<file path="config.mk">
export PLATFORM = sky130hd
export DESIGN_NAME = rf_scoreboard_regfile
export DESIGN_NICKNAME = d
export VERILOG_FILES = /design/src/rtl/rf_pkg.sv /design/src/rtl/rf_scoreboard.sv /design/src/rtl/rf_scoreboard_regfile.sv
export SDC_FILE = /design/constraint.sdc
export NUM_CORES = 1
export LEC_CHECK = 0
export ABC_CLOCK_PERIOD_IN_PS = 4200
export BUFFER_PORTS_ARGS = -buffer_cell sky130_fd_sc_hd__buf_2
export CAP_MARGIN = 20
export CORE_MARGIN = 1
export CORE_UTILIZATION = 45
export DETAILED_ROUTE_END_ITERATION = 8
export GPL_ROUTABILITY_DRIVEN = 0
export PLACE_DENSITY_LB_ADDON = 0.08
export SYNTH_ARGS = -nofsm -noshare
export SYNTH_HDL_FRONTEND = slang
export SYNTH_SLANG_ARGS = --single-unit
export TNS_END_PERCENT = 100
</file>
<file path="constraint.sdc">
create_clock -name clk -period 4.2 [get_ports clk]
set_input_delay 1.05 -clock clk [delete_from_list [all_inputs] [get_ports clk]]
set_output_delay 1.05 -clock clk [all_outputs]
set_load 0.02 [all_outputs]
</file>
<file path="src/rtl/rf_pkg.sv">
// Shared constants and reset-value helper for the scoreboarded register file.
package rf_pkg;

  localparam int RF_DATA_W   = 8;
  localparam int RF_NUM_REGS = 8;

  // Reset contents of register idx: its own index, truncated to width bits.
  function automatic logic [63:0] rf_reset_value(input int idx, input int width);
    logic [63:0] v;
    v = 64'(idx);
    for (int b = 0; b < 64; b++) begin
      if (b >= width) v[b] = 1'b0;
    end
    return v;
  endfunction

endpackage

</file>
<file path="src/rtl/rf_scoreboard.sv">
// Per-register busy scoreboard: reservation accept, release on writeback, busy count.
// ZERO_REG_EN: reservations of register 0 are accepted but never mark it busy.
module rf_scoreboard
  import rf_pkg::*;
#(
  parameter  int NUM_REGS = RF_NUM_REGS,
  localparam int ADDR_W   = $clog2(NUM_REGS),
  localparam int CNT_W    = ADDR_W + 1
) (
  input  logic              clk,
  input  logic              rst,
  input  logic              wr_en,
  input  logic [ADDR_W-1:0] wr_addr,
  input  logic              rsv_en,
  input  logic [ADDR_W-1:0] rsv_addr,
  input  logic [ADDR_W-1:0] rd_addr_a,
  input  logic [ADDR_W-1:0] rd_addr_b,
  output logic              rd_busy_a,
  output logic              rd_busy_b,
  output logic              rsv_ok,
  output logic [CNT_W-1:0]  busy_cnt
);

  logic [NUM_REGS-1:0] busy_q, busy_d;
  logic [CNT_W-1:0]    cnt_q, cnt_d;
  logic                rsv_set;
  logic                inc;
  logic                dec;
  logic [ADDR_W-1:0]   rd_addr [2];
  logic                rd_busy [2];

  always_comb begin
    rsv_ok = rsv_en && !rst &&
             (!busy_q[rsv_addr] || (wr_en && (wr_addr == rsv_addr)));
`ifdef ZERO_REG_EN
    rsv_set = rsv_ok && (rsv_addr != '0);
`else
    rsv_set = rsv_ok;
`endif
    // Release first so a same-edge reservation of the same register wins.
    busy_d = busy_q;
    if (wr_en)   busy_d[wr_addr]  = 1'b0;
    if (rsv_set) busy_d[rsv_addr] = 1'b1;

    inc = rsv_set && !busy_q[rsv_addr];
    dec = wr_en && busy_q[wr_addr] && !(rsv_set && (rsv_addr == wr_addr));
    cnt_d = cnt_q;
    if (inc && !dec)      cnt_d = cnt_q + CNT_W'(1);
    else if (dec && !inc) cnt_d = cnt_q - CNT_W'(1);
  end

  always_ff @(posedge clk or posedge rst) begin
    if (rst) begin
      busy_q <= '0;
      cnt_q  <= '0;
    end else begin
      busy_q <= busy_d;
      cnt_q  <= cnt_d;
    end
  end

  assign rd_addr[0] = rd_addr_a;
  assign rd_addr[1] = rd_addr_b;

  // A writeback to the addressed register in this cycle clears the hazard.
  for (genvar gi = 0; gi < 2; gi++) begin : g_rd_busy
    assign rd_busy[gi] = busy_q[rd_addr[gi]] && !(wr_en && (wr_addr == rd_addr[gi]));
  end

  assign rd_busy_a = rd_busy[0];
  assign rd_busy_b = rd_busy[1];
  assign busy_cnt  = cnt_q;

endmodule

</file>
<file path="src/rtl/rf_scoreboard_regfile.sv">
// NUM_REGS x DATA_W register file, two bypassed read ports, busy scoreboard.
// ZERO_REG_EN: register 0 is hardwired to zero (writes dropped, never busy).
module rf_scoreboard_regfile
  import rf_pkg::*;
#(
  parameter  int DATA_W   = RF_DATA_W,
  parameter  int NUM_REGS = RF_NUM_REGS,
  localparam int ADDR_W   = $clog2(NUM_REGS)
) (
  input  logic              clk,
  input  logic              rst,
  input  logic [ADDR_W-1:0] rd_addr_a,
  input  logic [ADDR_W-1:0] rd_addr_b,
  output logic [DATA_W-1:0] rd_data_a,
  output logic [DATA_W-1:0] rd_data_b,
  output logic              rd_busy_a,
  output logic              rd_busy_b,
  input  logic              wr_en,
  input  logic [ADDR_W-1:0] wr_addr,
  input  logic [DATA_W-1:0] wr_data,
  input  logic              rsv_en,
  input  logic [ADDR_W-1:0] rsv_addr,
  output logic              rsv_ok,
  output logic [ADDR_W:0]   busy_cnt
);

  logic [DATA_W-1:0] mem_q [NUM_REGS];
  logic              wr_eff;
  logic [ADDR_W-1:0] rd_addr [2];
  logic [DATA_W-1:0] rd_data [2];

`ifdef ZERO_REG_EN
  assign wr_eff = wr_en && (wr_addr != '0);
`else
  assign wr_eff = wr_en;
`endif

  for (genvar gi = 0; gi < NUM_REGS; gi++) begin : g_reg
    logic we;
    assign we = wr_eff && (wr_addr == ADDR_W'(gi));
    always_ff @(posedge clk or posedge rst) begin
      if (rst)     mem_q[gi] <= DATA_W'(rf_reset_value(gi, DATA_W));
      else if (we) mem_q[gi] <= wr_data;
    end
  end

  assign rd_addr[0] = rd_addr_a;
  assign rd_addr[1] = rd_addr_b;

  for (genvar gi = 0; gi < 2; gi++) begin : g_rd
    always_comb begin
      rd_data[gi] = mem_q[rd_addr[gi]];
      if (wr_eff && (wr_addr == rd_addr[gi])) rd_data[gi] = wr_data;
`ifdef ZERO_REG_EN
      if (rd_addr[gi] == '0) rd_data[gi] = '0;
`endif
    end
  end

  assign rd_data_a = rd_data[0];
  assign rd_data_b = rd_data[1];

  rf_scoreboard #(
    .NUM_REGS (NUM_REGS)
  ) u_scoreboard (
    .clk       (clk),
    .rst       (rst),
    .wr_en     (wr_eff),
    .wr_addr   (wr_addr),
    .rsv_en    (rsv_en),
    .rsv_addr  (rsv_addr),
    .rd_addr_a (rd_addr_a),
    .rd_addr_b (rd_addr_b),
    .rd_busy_a (rd_busy_a),
    .rd_busy_b (rd_busy_b),
    .rsv_ok    (rsv_ok),
    .busy_cnt  (busy_cnt)
  );

endmodule

</file>
======== After elaboration in Yosys (flattened, before gate mapping) ========
Cells that the tools add are included.
cells by class
  mux-type cells .......................... 24
  bitwise operators ....................... 5
  equal/unequal tests ..................... 11
  magnitude comparators ................... 8
  reductions and logical operators ........ 33
  add/sub/neg operators ................... 2
operator list
  kind                                                               count
  2-to-1 mux 8 bit                                                   8
  binary-select mux 8 bit (select 3 bit)                             2
  logical AND 1 bit                                                  23
  less-than comparator 3 x 4 -> 1 bit, second input constant         4
  binary-select mux 1 bit (select 3 bit)                             4
  equality test 3 bit                                                4
  equality test 3 bit, second input constant                         4
  bitwise AND 8 bit                                                  1
  greater-or-equal comparator 4 bit, second input constant           2
  2-to-1 mux 4 bit                                                   2
  inverter 3 -> 4 bit                                                2
  inverter 8 bit                                                     1
  OR 8 bit                                                           1
  logical NOT 1 bit                                                  7
  demux 1 bit (select 3 bit)                                         2
  equality test 3 x 2 -> 1 bit, second input constant                2
  greater-or-equal comparator 3 x 1 -> 1 bit, second input constant  2
  2-to-1 mux 1 bit                                                   6
  adder 4 x 1 -> 4 bit, second input constant                        1
  subtractor 4 x 1 -> 4 bit, second input constant                   1
  equality test 3 x 1 -> 1 bit, second input constant                1
  logical NOT 3 bit                                                  1
  nonzero test 2 bit                                                 1
  logical OR 1 bit                                                   1
storage, ports and cells
  bits of input ports ..................... 24
  register bits ........................... 76
  word-level logic and storage cells ...... 93
  output and inout port bits .............. 23

======== Logic depth before layout (Yosys ltp) ========
Gate-level depths: netlist of run 1.
  word-level depth ........................ 11
  gate-level depth with buffers ........... 12
  depth with buffers taken out ............ 11

======== Hierarchy ========
From an unflattened synthesis of run 1, not the netlist that was laid out.
unflattened totals
  cells, all modules ...................... 352
  area, all modules ....................... 4928.5 µm²
modules (own cells, without submodules)
  module                 area each (µm²)  sequential area each (µm²)  instances  cells an instance
  rf_scoreboard_regfile  3793.6           1616.6                      1          233
  rf_scoreboard          1134.8           300.3                       1          119

======== Worst setup path after synthesis of run 1 ========
No wires, ideal clock.
  path kind ............................... in2reg
  from .................................... input wr_addr[0]
  to ...................................... register u_scoreboard.cnt_q[3], in the netlist u_scoreboard.busy_cnt[3]
  library setup time ...................... 0.126 ns
  arrival time ............................ 3.478 ns
  slack ................................... 0.596 ns
  buffers on the path ..................... 1
  data required time ...................... 4.074 ns
  stages on the path ...................... 11
  cells stage by stage .................... buf_6 > mux4_1 > mux2_2 > nand3_1 > ha_1 > inv_1 > ha_1 > a21o_1 > a2111oi_0 > a31oi_1 > a221o_1
between the ends
  cells in the longest elaborated chain, start to end .. 10
  elaborated cells between the ends (all ways) .. 18
  those cells by class .................... eq/ne: 2; mux: 3; reduce/logical: 13
RTL lines
  what                                                           RTL line                                  RTL
  start: declaration                                             rf_scoreboard_regfile.sv:19               input logic [ADDR_W-1:0] wr_addr,
  equality test 3 bit                                            rf_scoreboard.sv:34, rf_scoreboard.sv:46
  logical AND 1 bit                                              rf_scoreboard.sv:34                       (!busy_q[rsv_addr] || (wr_en && (wr_addr == rsv_addr)));
  logical OR 1 bit                                               rf_scoreboard.sv:34
  logical AND 1 bit                                              rf_scoreboard.sv:33                       rsv_ok = rsv_en && !rst &&
  logical AND 1 bit                                              rf_scoreboard.sv:46                       dec = wr_en && busy_q[wr_addr] && !(rsv_set && (rsv_addr == wr_addr));
  logical NOT 1 bit                                              rf_scoreboard.sv:46
  logical AND 1 bit                                              rf_scoreboard.sv:46
  logical NOT 1 bit                                              rf_scoreboard.sv:48                       if (inc && !dec) cnt_d = cnt_q + CNT_W'(1);
  logical AND 1 bit                                              rf_scoreboard.sv:48
  2-to-1 mux 4 bit / nonzero test 2 bit (equally long branches)  --
  end signal: assignment                                         rf_scoreboard.sv:58                       cnt_q <= cnt_d;
  end: declaration                                               rf_scoreboard.sv:25                       logic [CNT_W-1:0] cnt_q, cnt_d;
Parallel ways exist; a longest one is shown, timed or not. The select of a mux whose other input is x is not followed.
A chain may end at the register's enable or synchronous reset.

======== Worst setup path in the final report of run 1 ========
  from .................................... input rd_addr_a[0]
  to ...................................... output rd_data_a[4]
between the ends
  cells in the longest elaborated chain, start to end .. 5
  elaborated cells between the ends (all ways) .. 7
  those cells by class .................... eq/ne: 1; mux: 4; bitwise: 1; reduce/logical: 1
RTL lines
  what                                                  RTL line                     RTL
  start: declaration                                    rf_scoreboard_regfile.sv:12  input logic [ADDR_W-1:0] rd_addr_a,
  inverter 3 -> 4 bit (not written as such)             rf_scoreboard_regfile.sv:52  rd_data[gi] = mem_q[rd_addr[gi]];
  binary-select mux 8 bit (select 3 bit)                rf_scoreboard_regfile.sv:52
  2-to-1 mux 8 bit (not written as such) (2 in series)  rf_scoreboard_regfile.sv:52
  2-to-1 mux 8 bit *                                    rf_scoreboard_regfile.sv:53  if (wr_eff && (wr_addr == rd_addr[gi])) rd_data[gi] = wr_data;
  end: declaration                                      rf_scoreboard_regfile.sv:14  output logic [DATA_W-1:0] rd_data_a,
Mark *: on every way between the ends. The rest lies on a longest branch, timed or not. The select of a mux whose other input is x is not followed.

==> flow_summary.json, run 1 <==
{
  "cts_buffers": 9,
  "drt-vias-per-instance": 5.93,
  "syn-cell-area_mm2": 0.00475,
  "grt_pass1_vias": 3197,
  "arrival_ps": 2730,
  "die_area_mm2": 0.0110,
  "io_buffers": 46,
  "n_antenna_cell": 0,
  "critPathCaptureType": "primary output",
  "synth_seq_cells": 76,
  "drive_gt1_share_pct": 51.2,
  "layout.nets": 412,
  "max_freq_ghz": 0.264,
  "clock_latency_ps": 350,
  "cts_tree": "done",
  "finalCriticalPeriod_ps": 3780,
  "r2r_setup_slack_ps": 1170,
  "outcome": "finished, final reports clean",
  "path_clk_slew_ps": 80,
  "cts_hold_buf": 0,
  "drv_cap": 0,
  "start_util_pct": 46.3,
  "drt-initial-drc-count": 191,
  "crit_path_top_delay_cell": "nand4_2",
  "first_pass_iters": 4,
  "grtUsageMet1_pct": 30.1,
  "cellPowerDensity_mw_per_mm2": 465,
  "drv_slew": 0,
  "use_met2_pct": 35.6,
  "slew_headroom_pct": 51.0,
  "hold_viol": 0,
  "die_y_um": 105,
  "async_flop_share_pct": 100,
  "cts.sinks": 76,
  "setup_viol": 0,
  "grt_pass1_wl_mm": 18.2,
  "cp-start-kind": "primary input",
  "ant_nets": 0,
  "crit_required_ps": 3150,
  "grt.met3_usage_pct": 3.49,
  "coreArea_mm2": 0.0103,
  "ys.flop_type": "dfrtp_1",
  "cts_resized": 0,
  "hpwl_mm": 7.16,
  "die_w_um": 105,
  "grt.overflow.total": 0,
  "cts_root_buffer": "clkbuf_8",
  "routed_wl_mm": 11.2,
  "skew_ps": 8.02,
  "yosysWarnings": 0,
  "critical_path_buf_inv_count": 2,
  "gr-usage-all-layers_pct": 22.0,
  "yosysSeqAreaShare_pct": 40.3,
  "busiest_layer": "met2",
  "crit_top_cell": "buf_2",
  "vdd_ir_drop_max_uv": 212,
  "ios": 47,
  "max_stage_delay_ps": 480,
  "critPathKind": "in2out",
  "cts_buffer_depth": 2,
  "synth_edf_count": 0,
  "min_path_type": "reg2reg",
  "fin_tns_setup_ps": 0,
  "crit_chain": "buf_2, xnor2_1, nand4_2, a21oi_1, buf_2",
  "worstPathMaxFanout": 17,
  "synth_cell_types": 51,
  "syn_area_per_cell_um2": 13.7,
  "h-tree-depth": 3,
  "grt_max_degree": 57,
  "cpLargestDelayFamily": "buffers and inverters",
  "syn-instance-count": 346,
  "vias": 3115,
  "tightest_slew_ps": 735,
  "rsz0062_at_grt": "false",
  "drc": 0,
  "p_leak_nw": 2.23,
  "synth_nets": 374,
  "avgRoutedWirePerCell_um": 21.3,
  "fin_crit_sh_pct": 90.1,
  "areaGrowthSynthToFinish_pct": 10.3,
  "post-place-ws_ps": 243,
  "fp-row-count": 37,
  "antenna_found_initial": 0,
  "cts_setup_buffers": 0,
  "final.setup.worst_slack_ps": 417
}
==> final timing paths <==
path / depth (start not counted) / endpoint / start
min reg2reg: 1 / mem_q[43] / mem_q[43]
max in group asynchronous: 3 / mem_q[41] / rst
min in group asynchronous: 2 / u_scoreboard.busy_cnt[3] / rst
min: 1 / mem_q[43] / mem_q[43]
max: 5 / rd_data_a[4] / rd_addr_a[0]
max reg2reg: 10 / u_scoreboard.busy_cnt[3] / u_scoreboard.busy_q[5]
==> cell usage in the layout, fill, tap and decap left out, types with 3 or more instances in the layout <==
cell type  count
inv_1          6
ha_1           3
clkbuf_8       9
nor2_1        20
mux2_2        67
buf_4          8
nand4b_2       3
a21oi_1       17
nand2b_1       4
dfrtp_1       64
mux4_2        36
o21ai_0        3
nand2_1        7
xnor2_1        8
buf_2         46
nand4_2        3
xor2_1         3
dfstp_2       12
mux2i_1       21
==> cell type report <==
| cell class | count | area (um^2) |
|---|---|---|
| clock buffers | 11 | 131 |
| clock inverters | 5 | 61.3 |
| fillers | 914 | 5030 |
| inverters | 7 | 26.3 |
| multi-input cells | 235 | 2630 |
| flip-flops and latches | 76 | 1920 |
| well taps | 136 | 170 |
| repair buffers | 55 | 310 |
==> cell usage after synthesis, drive strengths merged (2+ instances only) <==
master / instances / share of area, %
nand4b: 3 / 0.95
nand2b: 5 / 0.82
a2bb2oi: 2 / 0.37
nand2: 7 / 0.55
mux2: 67 / 16
nor2: 20 / 1.6
xnor2: 8 / 1.5
nand3b: 2 / 0.32
nor2b: 2 / 0.26
clkbuf: 4 / 0.32
nand3: 2 / 0.21
nor3b: 2 / 0.79
nand4: 3 / 0.79
dfstp: 12 / 6.6
ha: 3 / 0.79
o32ai: 2 / 0.37
inv: 7 / 0.55
mux2i: 21 / 4.4
dfrtp: 64 / 34
nor3: 4 / 0.89
nor4: 2 / 0.58
xor2: 3 / 0.55
and3: 2 / 0.26
buf: 24 / 3.5
o21ai: 3 / 0.32
mux4: 38 / 18
a21oi: 17 / 1.8
==> flip-flops by register name, summed over array words and instances (netlist names) <==
signal	flops
u_scoreboard.busy_cnt	4
u_scoreboard.busy_q	8
mem_q	64
==> cell families after synthesis <==
| family | count (synthesis) | share of synthesized area, % |
|---|---|---|
| adder cells (fa/ha/maj) | 4 | 1.21 |
| XOR/XNOR | 11 | 2.03 |
| AND/OR/NAND/NOR | 56 | 8.29 |
| buffers and inverters | 35 | 4.37 |
| AO/OA/AOI/OAI | 38 | 5.34 |
| multiplexers | 126 | 38.4 |
| flip-flops | 76 | 40.3 |
==> metal layers <==
metal,up-vias,share of wire [%]
li1,1398,-
met1,1637,45
met2,67,50
met3,13,4.3
met4,0,1.5
met5,-,0
==> worst register-to-register path, cell delays in order (launching register included) <==
cell	delay [ps]
dfrtp_1	460
mux4_1	520
mux2_2	270
nand3_1	80
ha_1	180
inv_1	120
ha_1	290
a21o_1	170
a2111oi_0	440
a31oi_1	80
a221o_1	330
==> power breakdown <==
part	leakage, nW	switching, mW	total, mW	internal (mW)
clock	0.0979	0.284	0.563	0.279
sequential	0.900	0.146	1.07	0.925
combinational	1.23	0.372	0.808	0.436
==> metrics by stage <==
stage                     hold slack (ps)  instances  util, %  power (mW)  cell area, um^2
final                                 528        525     51.0        2.44             5250
after global routing                  543        525     51.0        2.59             5250
after CTS                             528        525     51.0        2.46             5250
after detailed placement              510        509     49.2        1.89             5050
after global placement                500        509     49.2        1.87             5050
after floorplan                       491        346        -        1.68             4750
Note: power is estimated with default switching activity, not from simulation.
==> run 2: changes to the inputs <==
--- a/config.mk
+++ b/config.mk
@@ -10,6 +10,7 @@
 export CAP_MARGIN = 20
 export CORE_MARGIN = 1
 export CORE_UTILIZATION = 45
+export CTS_BUF_LIST = sky130_fd_sc_hd__clkbuf_2
 export DETAILED_ROUTE_END_ITERATION = 8
 export GPL_ROUTABILITY_DRIVEN = 0
 export PLACE_DENSITY_LB_ADDON = 0.08
==> run 2 against run 1 <==
Compared with the run above:
- hold slack improved by 8.0 ps
- maximum frequency fell by 0.18%
- critical path depth did not move
- utilization fell by 0.74 points
- sequential power barely moved
- non-clock buffer count did not move
- routed wire length fell by 0.53%
- sequential share of layout area rose by 0.54 points
- die area did not move
- register-to-register slack got worse by 30 ps
- sequential cell count did not move
- largest power group unchanged
- highest routed layer unchanged
==> flow_summary.json, run 2 (synthesized netlist as in run 1, its figures left out) <==
{
  "final_util_pct": 50.3,
  "first_pass_iters": 4,
  "fp-row-count": 37,
  "ios": 47,
  "clock_latency_ps": 500,
  "place_area_mm2": 0.00505,
  "r2r_setup_slack_ps": 1140,
  "cp-start-kind": "primary input",
  "largest_reg_flops": 64,
  "drv_cap": 0,
  "ff2ff_path_depth": 10,
  "crit_required_ps": 3150,
  "outcome": "finished, final reports clean",
  "io_buffers": 46,
  "skew_ps": 20.4,
  "cts_hold_buf": 0,
  "reg2reg_to": "u_scoreboard.busy_cnt[3]",
  "tightest_slew_ps": 749,
  "critPathCaptureType": "primary output",
  "worstReg2RegStart": "u_scoreboard.busy_q[5]",
  "drt-initial-drc-count": 164,
  "hpwl_mm": 7.16,
  "drv_slew": 0,
  "dp_cells": 509,
  "slew_headroom_pct": 50.0,
  "n_antenna_cell": 0,
  "cp-endpoint": "rd_data_a[4]",
  "cts_resized": 0,
  "grt.overflow.total": 0,
  "h-tree-depth": 3,
  "die_w_um": 105,
  "coreArea_mm2": 0.0103,
  "critPathKind": "in2out",
  "cellPowerDensity_mw_per_mm2": 444,
  "regMostFlops": "mem_q",
  "startpoint": "rd_addr_a[0]",
  "design_area_mm2": 0.00517,
  "grt_pass1_wl_mm": 18.2,
  "final.setup.worst_slack_ps": 410,
  "routed_wl_mm": 11.1,
  "rsz0062_at_grt": "false",
  "cts_root_buffer": "clkbuf_2",
  "min_path_type": "in2async",
  "grt_pass1_vias": 3205,
  "ant_nets": 0,
  "drive_gt1_share_pct": 51.7,
  "gr-usage-all-layers_pct": 22.1,
  "fin_tns_setup_ps": 0,
  "cts_setup_buffers": 0,
  "stdcell_count": 525,
  "die_area_mm2": 0.0110,
  "vdd_ir_drop_max_uv": 175,
  "layout.nets": 412,
  "cts_buffers": 9,
  "final_cell_mix": "mux2_2 (67), dfrtp_1 (64), buf_2 (46)",
  "antenna_found_initial": 0,
  "drc": 0,
  "grt_max_degree": 57,
  "cts.sinks": 76,
  "avgRoutedWirePerCell_um": 21.1,
  "path_clk_slew_ps": 240,
  "die_y_um": 105,
  "start_util_pct": 46.3,
  "cts_tree": "done",
  "drt-vias-per-instance": 5.92,
  "cts_buffer_depth": 2,
  "p_leak_nw": 2.21,
  "finalCriticalPeriod_ps": 3790,
  "vias": 3108,
  "worstPathMaxFanout": 17,
  "arrival_ps": 2740,
  "final_common_cell": "mux2_2",
  "fin_crit_sh_pct": 90.2,
  "post-place-ws_ps": 243,
  "setup_viol": 0,
  "max_freq_ghz": 0.264,
  "hold_viol": 0,
  "areaGrowthSynthToFinish_pct": 8.74
}
-- run 2: how the worst min path moves through the flow --
stage,to,cells past startpoint,slack (ps)
after CTS,mem_q[58],2,500
after detailed placement,mem_q[13],1,510
after global routing,mem_q[58],2,530
final,mem_q[58],2,540
after floorplan,mem_q[11],1,490
after global placement,mem_q[21],1,500
-- run 2: layer usage --
metal	track usage [%]	up-vias	routed length [um]
met2	36.0	71	5490
met1	29.7	1621	4880
met3	3.49	15	524
met5	0	-	0
met4	8.55	0	206
li1	-	1401	-
-- run 2: power by group --
part	leakage, nW	internal [mW]	switching, mW
combinational	1.23	0.436	0.372
sequential	0.900	0.923	0.145
clock	0.0765	0.146	0.271
-- run 2: critical path: stages --
cell and delay (ps):
buf_2 440, xnor2_1 200, nand4_2 480, a21oi_1 350
buf_2 210
-- run 2: final cells by class --
type / count / area (um^2)
multi-input cells: 235 / 2630
clock buffers: 11 / 55.1
repair buffers: 55 / 310
fillers: 925 / 5110
well taps: 136 / 170
inverters: 7 / 26.3
clock inverters: 5 / 61.3
flip-flops and latches: 76 / 1920
-- run 2: stage by stage --
stage / hold WS, ps / power [mW]
finish: 536 / 2.29
global route: 527 / 2.45
CTS: 504 / 2.31
detailed placement: 510 / 1.89
global placement: 500 / 1.87
floorplan: 491 / 1.68
